<file path="src/rtl/traffic_lights.sv">
// Single-approach traffic-light controller: timed Moore FSM cycling RED -> GREEN -> YELLOW.
// Each phase holds for its timer value in clock cycles; lamp outputs are registered and one-hot.
module traffic_lights #(
  parameter int GREENTIMER  = 6,
  parameter int YELLOWTIMER = 2,
  parameter int REDTIMER    = 8
) (
  input  logic clk,
  input  logic rstn,
  output logic red,
  output logic green,
  output logic yellow
);

  // A zero (or negative) duration is clamped to a single-cycle phase.
  localparam int unsigned G_T = (GREENTIMER  < 1) ? 1 : GREENTIMER;
  localparam int unsigned Y_T = (YELLOWTIMER < 1) ? 1 : YELLOWTIMER;
  localparam int unsigned R_T = (REDTIMER    < 1) ? 1 : REDTIMER;

  localparam int unsigned MAX_GY = (G_T > Y_T) ? G_T : Y_T;
  localparam int unsigned MAX_T  = (MAX_GY > R_T) ? MAX_GY : R_T;
  localparam int          CNT_W  = (MAX_T <= 1) ? 1 : $clog2(MAX_T);

  localparam logic [CNT_W-1:0] G_LAST = CNT_W'(G_T - 1);
  localparam logic [CNT_W-1:0] Y_LAST = CNT_W'(Y_T - 1);
  localparam logic [CNT_W-1:0] R_LAST = CNT_W'(R_T - 1);

  localparam logic [1:0] S_RED    = 2'd0;
  localparam logic [1:0] S_GREEN  = 2'd1;
  localparam logic [1:0] S_YELLOW = 2'd2;

  logic [1:0]       state;
  logic [1:0]       state_nxt;
  logic [1:0]       phase_nxt;
  logic [CNT_W-1:0] cnt;
  logic [CNT_W-1:0] cnt_nxt;
  logic [CNT_W-1:0] last_cnt;
  logic             legal;

  always_comb begin
    state_nxt = S_RED;
    cnt_nxt   = '0;
    phase_nxt = S_RED;
    last_cnt  = R_LAST;
    legal     = 1'b1;
    case (state)
      S_RED: begin
        last_cnt  = R_LAST;
        phase_nxt = S_GREEN;
      end
      S_GREEN: begin
        last_cnt  = G_LAST;
        phase_nxt = S_YELLOW;
      end
      S_YELLOW: begin
        last_cnt  = Y_LAST;
        phase_nxt = S_RED;
      end
      default: legal = 1'b0;
    endcase
    // The illegal encoding keeps the defaults: back to red with the counter cleared.
    if (legal) begin
      if (cnt == last_cnt) begin
        state_nxt = phase_nxt;
        cnt_nxt   = '0;
      end else begin
        state_nxt = state;
        cnt_nxt   = cnt + 1'b1;
      end
    end
  end

  // Lamps are registered from the next state so they switch on the same edge as the FSM.
  always_ff @(posedge clk or negedge rstn) begin
    if (!rstn) begin
      state  <= S_RED;
      cnt    <= '0;
      red    <= 1'b1;
      green  <= 1'b0;
      yellow <= 1'b0;
    end else begin
      state  <= state_nxt;
      cnt    <= cnt_nxt;
      red    <= (state_nxt == S_RED);
      green  <= (state_nxt == S_GREEN);
      yellow <= (state_nxt == S_YELLOW);
    end
  end

endmodule

</file>
<file path="config.mk">
export PLATFORM = sky130hd
export DESIGN_NAME = traffic_lights
export DESIGN_NICKNAME = d
export VERILOG_FILES = /design/src/rtl/traffic_lights.sv
export SDC_FILE = /design/constraint.sdc
export NUM_CORES = 1
export LEC_CHECK = 0
export ABC_CLOCK_PERIOD_IN_PS = 2300
export BUFFER_PORTS_ARGS = -buffer_cell sky130_fd_sc_hd__clkbuf_2
export CORE_MARGIN = 10
export CORE_UTILIZATION = 32
export DETAILED_ROUTE_END_ITERATION = 10
export PLACE_DENSITY = 0.59
export REMOVE_ABC_BUFFERS = 1
export SKIP_LAST_GASP = 1
export SYNTH_ARGS = -nofsm -noshare
export SYNTH_HDL_FRONTEND = slang
export SYNTH_SLANG_ARGS = --single-unit
</file>
<file path="constraint.sdc">
create_clock -name clk -period 2.3 [get_ports clk]
set_input_delay 0.23 -clock clk [delete_from_list [all_inputs] [get_ports clk]]
set_output_delay 0.23 -clock clk [all_outputs]
set_load 0.01 [all_outputs]
</file>
**Yosys cells after proc, flatten, opt, wreduce, memory -nomap -nowiden**

Cells that the tools add are included.

- Output and inout port bits: 3
- Bits in latches: 0
- Word-level logic and storage cells: 21
- Memory bits (writable): 0
- Memories: 0
- Bits of input ports: 2
- Register bits: 8
- ROM bits: 0

- Divide/modulo/power cells: 0
- Reductions and logical operators: 3
- Multiply operators: 0
- Magnitude comparators: 0
- Equal/unequal tests: 5
- Mux-type cells: 7
- $add $sub $neg: 1
- Bitwise operators: 0
- Shift-type cells: 0

Operators by type and width:

| kind | number |
|---|---|
| $mux 3 | 2 |
| $pmux 3 s2 | 1 |
| $eq 2x1->1 const B | 2 |
| $eq 2x2->1 const B | 2 |
| $logic_not 2->1 | 2 |
| $mux 2 | 2 |
| $pmux 2 s2 | 1 |
| $add 3x1->3 const B | 1 |
| $eq 3x3->1 | 1 |
| $reduce_or 3->1 | 1 |
| $mux 1 | 1 |

**Logic depth before layout (Yosys ltp)**

Gate-level depths: netlist (run 1).

- Word-level depth: 6
- Mapped depth: 6
- Gate-level depth less buffers: 5

**Worst setup path before layout (run 1)**

No wires, ideal clock.

- Path kind: register to register
- Start point: register state[0]
- End point: register state[0]
- Period minus slack after synthesis: 1627 ps
- Path buffers: 1
- Stages on the path, launching flop included: 7
- Setup slack: 673 ps
- Required time: 2180 ps
- Setup time: 120 ps
- Arrival: 1507 ps
- Cell sequence: dfrtp_1 inv_1 ha_1 xor2_1 and3_1 buf_6 a31o_1

- Cells in the longest elaborated chain, start to end: 5
- Elaborated cells on any way between the ends: 10
- Those cells by class: eq/ne (3); mux (5); reduce/logical (2)

Ends and longest elaborated chain:

| what | RTL line | text |
|---|---|---|
| start, declared | 32 | `logic [1:0] state;` |
| start signal, assigned | 82 | `state <= state_nxt;` |
| $eq 2x2->1 / $eq 2x1->1 (equally long branches) | 46 | `case (state)` |
| $pmux 3 s2 | 46 |  |
| $eq 3x3->1 | 63 | `if (cnt == last_cnt) begin` |
| $mux 2 | 63 |  |
| $mux 2 (*) | 62 | `if (legal) begin` |
| via state_nxt[0] | 33 | `logic [1:0] state_nxt;` |

The timed path passes the listed nets; every way through them passes the cells marked *.

**Final worst setup path (run 1)**

- Start point: register state[1]
- End point: register state[0]

The elaborated chain is that of the path after synthesis.

==> qor.csv, run 1 <==
stage,metric,value,unit
detailed_routing,vias per cell,5.21,
floorplanning,Starting Density,34.9,%
cts,H-Tree Depth,1,
power_and_ir_drop,PD cells,499,nW/um^2
cts,Post-CTS Setup Inserts,0,
place,placer congestion estimate,0.749,
critical_path,CP startpoint kind,register,
layout,finished layout cell area,526,sq um
floorplanning,CORE AREA,1330,sq um
place,Placed Cells incl. Taps,57,
sta,TNS Setup,0,ns
place,DP HPWL,583,microns
sta,Final Slew Violations,0,
logic_synthesis,Post-Syn Area,465,sq um
detailed_routing,initial DRC count,5,
power_and_ir_drop,Power Internal,0.209,mW
critical_path,Worst Setup End Kind,register,
global_route,number of global-route vias before repair,316,
critical_path,CP Cell Sequence,inv_1 -> ha_1 -> xor2_1 -> and3_1 -> a31o_1,
sta,final setup fails,0,
detailed_routing,# DRC,0,
sta,Final min period,1.94,ns
layout,Layout area overhead,12.9,%
logic_synthesis,post-synth top area share,37.6,%
sta,RSZ-0062 raised after global routing,no,
flow_run,max-cap violations,0,
critical_path,Worst Path Buf+Inv,1,
logic_synthesis,post-synthesis sequential area ratio,43.3,%
layout,Util after Layout,39.4,%
sta,slew margin rel.,68.8,%
cts,CTS Buffer Depth,2,
cts,Post-CTS Hold Buffers,1,
power_and_ir_drop,sequential share of power,53.7,%
critical_path,"critical path fanouts, max",7,
critical_path,R2R cell count,5,
layout,ANT cells,0,
global_route,largest net degree at the start of global routing,11,
critical_path,Top delay family on crit path,flip-flops,
logic_synthesis,mean post-synth cell area,11.6,sq um
logic_synthesis,Synth area leaders,"dfrtp_1, ha_1, dfstp_2, nand4_1, nor3b_1",
cts,CTS tree,built,
logic_synthesis,Synth area leader,dfrtp_1,
cts,Clock Sinks,8,
critical_path,Critical Path Stages,5,
cts,CTS Buf Count,3,
critical_path,CP max stage cell,dfrtp_1,
place,DP Area,489,sq um
power_and_ir_drop,Max IR drop VDD,140,uV
floorplanning,# rows,13,
sta,"crit path setup slack, layout",0.359,ns
sta,Achievable Freq,0.515,GHz
power_and_ir_drop,combinational share of power,1.7,%
cts,post-cts resize count,0,
min_path,HP Class,primary input to async pin,
sta,"Hold Vio Cnt, Final",0,
detailed_routing,vias post-DR,323,
layout,Filler cells,128,
place,DP Worst Slack,0.414,ns
power_and_ir_drop,static leakage,0.245,nW
cts,clk_lat worst skew,0.25,ns
floorplanning,die area,3380,sq um
logic_synthesis,#FFs+latches synth,8,
floorplanning,Chip Width,58.1,microns
logic_synthesis,Post-synth top cells,"dfrtp_1, ha_1, nand4_1",
outcome,status,finished clean,
global_route,first-pass GRT wire length,1430,microns
critical_path,Required @ worst endpoint,2.49,ns
detailed_routing,Detail Route Antenna Nets,0,
critical_path,worst endpoint data arrival time,2.13,ns
logic_synthesis,Post-synth EDFFs,0,
logic_synthesis,cells after synthesis,40,
floorplanning,Vert. Die Dim,58.1,microns
sta,final worst-path cycle share,84.4,%
cts,Clock transition at path regs,0.06,ns
logic_synthesis,Synth async-reset ratio,100,%
critical_path,Setup CP Type,register to register,
detailed_routing,DR WL/cell,13.5,microns
global_route,GRT Util Overall,5.63,%
layout,Layout Nets,55,
logic_synthesis,Synth Flop Type,dfrtp_1,
place,number of buffers inserted by port buffering,4,
critical_path,critical path's largest stage delay,0.44,ns
detailed_routing,Pre-antenna DRT Iters,4,
sta,Final Skew,0.000320,ns
sta,Fin Hold WS,0.348,ns
power_and_ir_drop,clock network power share,44.6,%
layout,proportion of layout cells with a drive suffix above 1,23.4,%
logic_synthesis,Syn. warnings,0,
power_and_ir_drop,Switching Fraction,20.2,%
layout,Finished Layout Cells,62,
floorplanning,Ports,5,
detailed_routing,WL final,840,microns
global_route,initial antenna violation count,0,
logic_synthesis,cell with the most instances after synthesis,dfrtp_1,
power_and_ir_drop,Psw,0.0531,mW
sta,Worst-Margin Slew,0.466,ns
power_and_ir_drop,Final Power,0.262,mW
logic_synthesis,number of library cell types mapped by synthesis,21,
global_route,Overflow after GRT,0,
cts,CTS root buffer,clkbuf_4,
-- placed cells by master, fill, tap and decap left out, drive strengths merged --
master       instances
a31o                 1
a31oi                1
and3                 1
clkbuf               8
dfrtp                7
dfstp                1
dlygate4sd3          1
ha                   5
inv                  3
nand2b               1
nand4                4
nor2                 2
nor2b                1
nor3                 1
nor3b                3
o311ai               1
o31ai                2
o41ai                1
xnor2                1
xor2                 2
-- sequential cells by signal (all words and copies together), names as in the netlist --
signal  flops
cnt         3
state       2
red         1
yellow      1
green       1
-- power by group through the flow --
stage	sequential, mW	combinational (mW)	clock, mW
global placement	0.143	0.00335	0
floorplan	0.143	0.000000104	0
CTS	0.141	0.00462	0.119
finish	0.141	0.00443	0.117
global route	0.141	0.00521	0.126
detailed placement	0.143	0.00334	0
-- worst reg2reg max path, delay by kind of cell, from the launching register on --
| family | cells | cell delay, ns |
|---|---|---|
| AO/OA/AOI/OAI | 1 | 0.19 |
| AND/OR/NAND/NOR | 1 | 0.40 |
| XOR/XNOR | 1 | 0.40 |
| buffers and inverters | 1 | 0.13 |
| adder cells (fa/ha/maj) | 1 | 0.31 |
| flip-flops | 1 | 0.44 |
-- path summary, 6_finish.rpt --
| path | to | start | slack, ns |
|---|---|---|---|
| max in group asynchronous | red | rstn | 1.71 |
| max reg2reg | state[0] | state[1] | 0.36 |
| min in group clk | red | state[1] | 0.58 |
| min reg2reg | red | state[1] | 0.58 |
| max | state[0] | state[1] | 0.36 |
| min | cnt[0] | rstn | 0.35 |
-- final cells by class --
class                      count  area [sq um]  area share (%)
timing repair buffer           5          30.0            5.71
tap                           15          18.8            3.57
multi-input combinational     27           238            45.2
sequential                     8           201            38.3
clock buffer                   4          26.3            5.00
inverter                       3          11.3            2.14
-- metal layers --
metal  global-route usage (%)  vias to the layer above  share of wire (%)
li1                         -                      158                  -
met1                     6.21                      152                 47
met2                     7.36                        9                 42
met3                     1.96                        4                5.5
met4                     7.05                        0                5.1
met5                        0                        -                  0
-- cell families (layout without fill, tap and decap cells) --
| kind of cell | after synthesis | in the layout | share of synthesized area [%] |
|---|---|---|---|
| fa+ha+maj | 5 | 5 | 13.4 |
| simple gates | 13 | 13 | 16.9 |
| flops | 8 | 8 | 43.3 |
| buf+inv | 5 | 12 | 5.64 |
| xor+xnor | 3 | 3 | 7.26 |
| compound gates | 6 | 6 | 13.4 |
(Power assumes the default switching activity.)
==> run 2, diff against run 1 <==
ABC_CLOCK_PERIOD_IN_PS = 1900   (was 2300)
clock period = 1.9 ns   (was 2.3 ns; I/O delays follow)
==> run 2 against run 1 <==
Against the previous run: hold slack got worse by 0.044 ns; sequential power increased by 21%; final area is 4.3% higher; power grew 20%; clock power increased by 19%; non-clock buffer count increased by 3; global-route usage is 0.39 points lower; critical path depth unchanged; clock skew rose by 0.0074 ns; count of clock-buffer cells in the layout unchanged; critical endpoint unchanged; highest routed layer unchanged.
==> qor.csv, run 2 (synthesized netlist as in run 1, its figures left out) <==
stage,metric,value,unit
sta,Achievable Freq,0.588,GHz
sta,final setup fails,0,
cts,post-cts resize count,0,
global_route,first-pass GRT wire length,1330,microns
layout,ANT cells,0,
cts,CTS Buf Count,3,
global_route,Overflow after GRT,0,
layout,largest registers,"cnt x3, state x2",
sta,RSZ-0062 raised after global routing,no,
sta,Final min period,1.70,ns
layout,proportion of layout cells with a drive suffix above 1,28.0,%
detailed_routing,vias post-DR,313,
cts,Clock transition at path regs,0.06,ns
floorplanning,Ports,5,
critical_path,worst endpoint data arrival time,1.83,ns
detailed_routing,Detail Route Antenna Nets,0,
sta,Final Slew Violations,0,
cts,Post-CTS Hold Buffers,1,
layout,Largest Register,cnt,
floorplanning,die area,3380,sq um
global_route,largest net degree at the start of global routing,11,
sta,Worst-Margin Slew,0.345,ns
cts,clk_lat worst skew,0.25,ns
global_route,GRT Util Overall,5.24,%
critical_path,FF-to-FF setup slack,0.20,ns
global_route,initial antenna violation count,0,
power_and_ir_drop,PD cells,574,nW/um^2
cts,Post-CTS Setup Inserts,0,
sta,TNS Setup,0,ns
critical_path,worst reg2reg path endpoint,state[0],
floorplanning,# rows,13,
detailed_routing,Pre-antenna DRT Iters,4,
layout,most frequent cells in the layout,"dfrtp_1, ha_1, nand4_1, clkbuf_2",
power_and_ir_drop,static leakage,0.261,nW
sta,Fin Hold WS,0.304,ns
layout,max FFs per register,3,
detailed_routing,WL final,839,microns
layout,"commonest non-fill, non-tap cell in the layout",dfrtp_1,
cts,CTS root buffer,clkbuf_4,
place,number of buffers inserted by port buffering,4,
detailed_routing,vias per cell,4.82,
detailed_routing,DR WL/cell,12.9,microns
layout,Layout Nets,58,
flow_run,max-cap violations,0,
critical_path,CP startpoint kind,register,
critical_path,Setup CP Type,register to register,
cts,CTS Buffer Depth,2,
detailed_routing,initial DRC count,5,
floorplanning,Vert. Die Dim,58.1,microns
floorplanning,CORE AREA,1330,sq um
detailed_routing,# DRC,0,
outcome,status,finished clean,
place,DP HPWL,657,microns
critical_path,Required @ worst endpoint,2.03,ns
cts,H-Tree Depth,1,
critical_path,R2R cell count,5,
cts,Clock Sinks,8,
sta,slew margin rel.,77.0,%
layout,Layout area overhead,17.7,%
global_route,number of global-route vias before repair,293,
sta,final worst-path cycle share,89.5,%
floorplanning,Starting Density,34.9,%
sta,Final Skew,0.00769,ns
floorplanning,Chip Width,58.1,microns
critical_path,"critical path fanouts, max",7,
place,placer congestion estimate,0.734,
sta,"Hold Vio Cnt, Final",0,
cts,CTS tree,built,
critical_path,R2R Path Start,state[1],
power_and_ir_drop,Max IR drop VDD,168,uV
critical_path,Worst Setup End Kind,register,
min_path,HP Class,primary input to async pin,
run 2: area by class of cell:
| type | instances | area, sq um |
|---|---|---|
| clock buffers | 4 | 26.3 |
| multi-input cells | 27 | 238 |
| inverters | 3 | 11.3 |
| flip-flops and latches | 8 | 201 |
| repair buffers | 8 | 52.6 |
| fillers | 134 | 786 |
| well taps | 15 | 18.8 |
run 2: report_power, final:
group          switching (mW)  total [mW]  internal (mW)  leakage [nW]
logic                 0.00319     0.00526        0.00207         0.142
registers                   0       0.171          0.171         0.104
clock network          0.0582       0.139         0.0803        0.0150
total                  0.0614       0.314          0.253         0.261
run 2: metrics by stage:
step	total power [mW]	area, sq um	util [%]	cells	setup WS (ns)
4_1_cts	0.320	548	41.1	65	0.213
6_report	0.314	548	41.1	65	0.200
3_3_place_gp	0.177	512	38.4	60	0.233
3_5_place_dp	0.178	512	38.4	60	0.239
2_1_floorplan	0.174	450	-	38	0.260
5_1_grt	0.327	548	41.1	65	0.0682
run 2: critical path, stage by stage, from the launching register on:
cell	delay (ns)
dfrtp_1	0.45
inv_1	0.15
ha_1	0.31
xor2_1	0.15
and3_1	0.27
a31o_1	0.25
run 2: layer usage:
layer | routed length, microns | part of all wire (%) | track usage (%) | up-vias
li1 | - | - | - | 163
met1 | 420 | 50 | 6.47 | 138
met2 | 321 | 38 | 5.98 | 8
met3 | 62 | 7.4 | 1.53 | 4
met4 | 35 | 4.2 | 7.05 | 0
met5 | 0 | 0 | 0 | -
run 2: worst max-delay path by stage:
| stage | from | to | slack [ns] | cells after the start |
|---|---|---|---|---|
| detailed placement | state[1] | green | 0.24 | 5 |
| global placement | state[1] | state[0] | 0.23 | 5 |
| finish | state[1] | state[0] | 0.20 | 5 |
| CTS | state[1] | state[0] | 0.21 | 5 |
| global route | state[1] | yellow | 0.07 | 5 |
| floorplan | state[0] | state[0] | 0.26 | 5 |
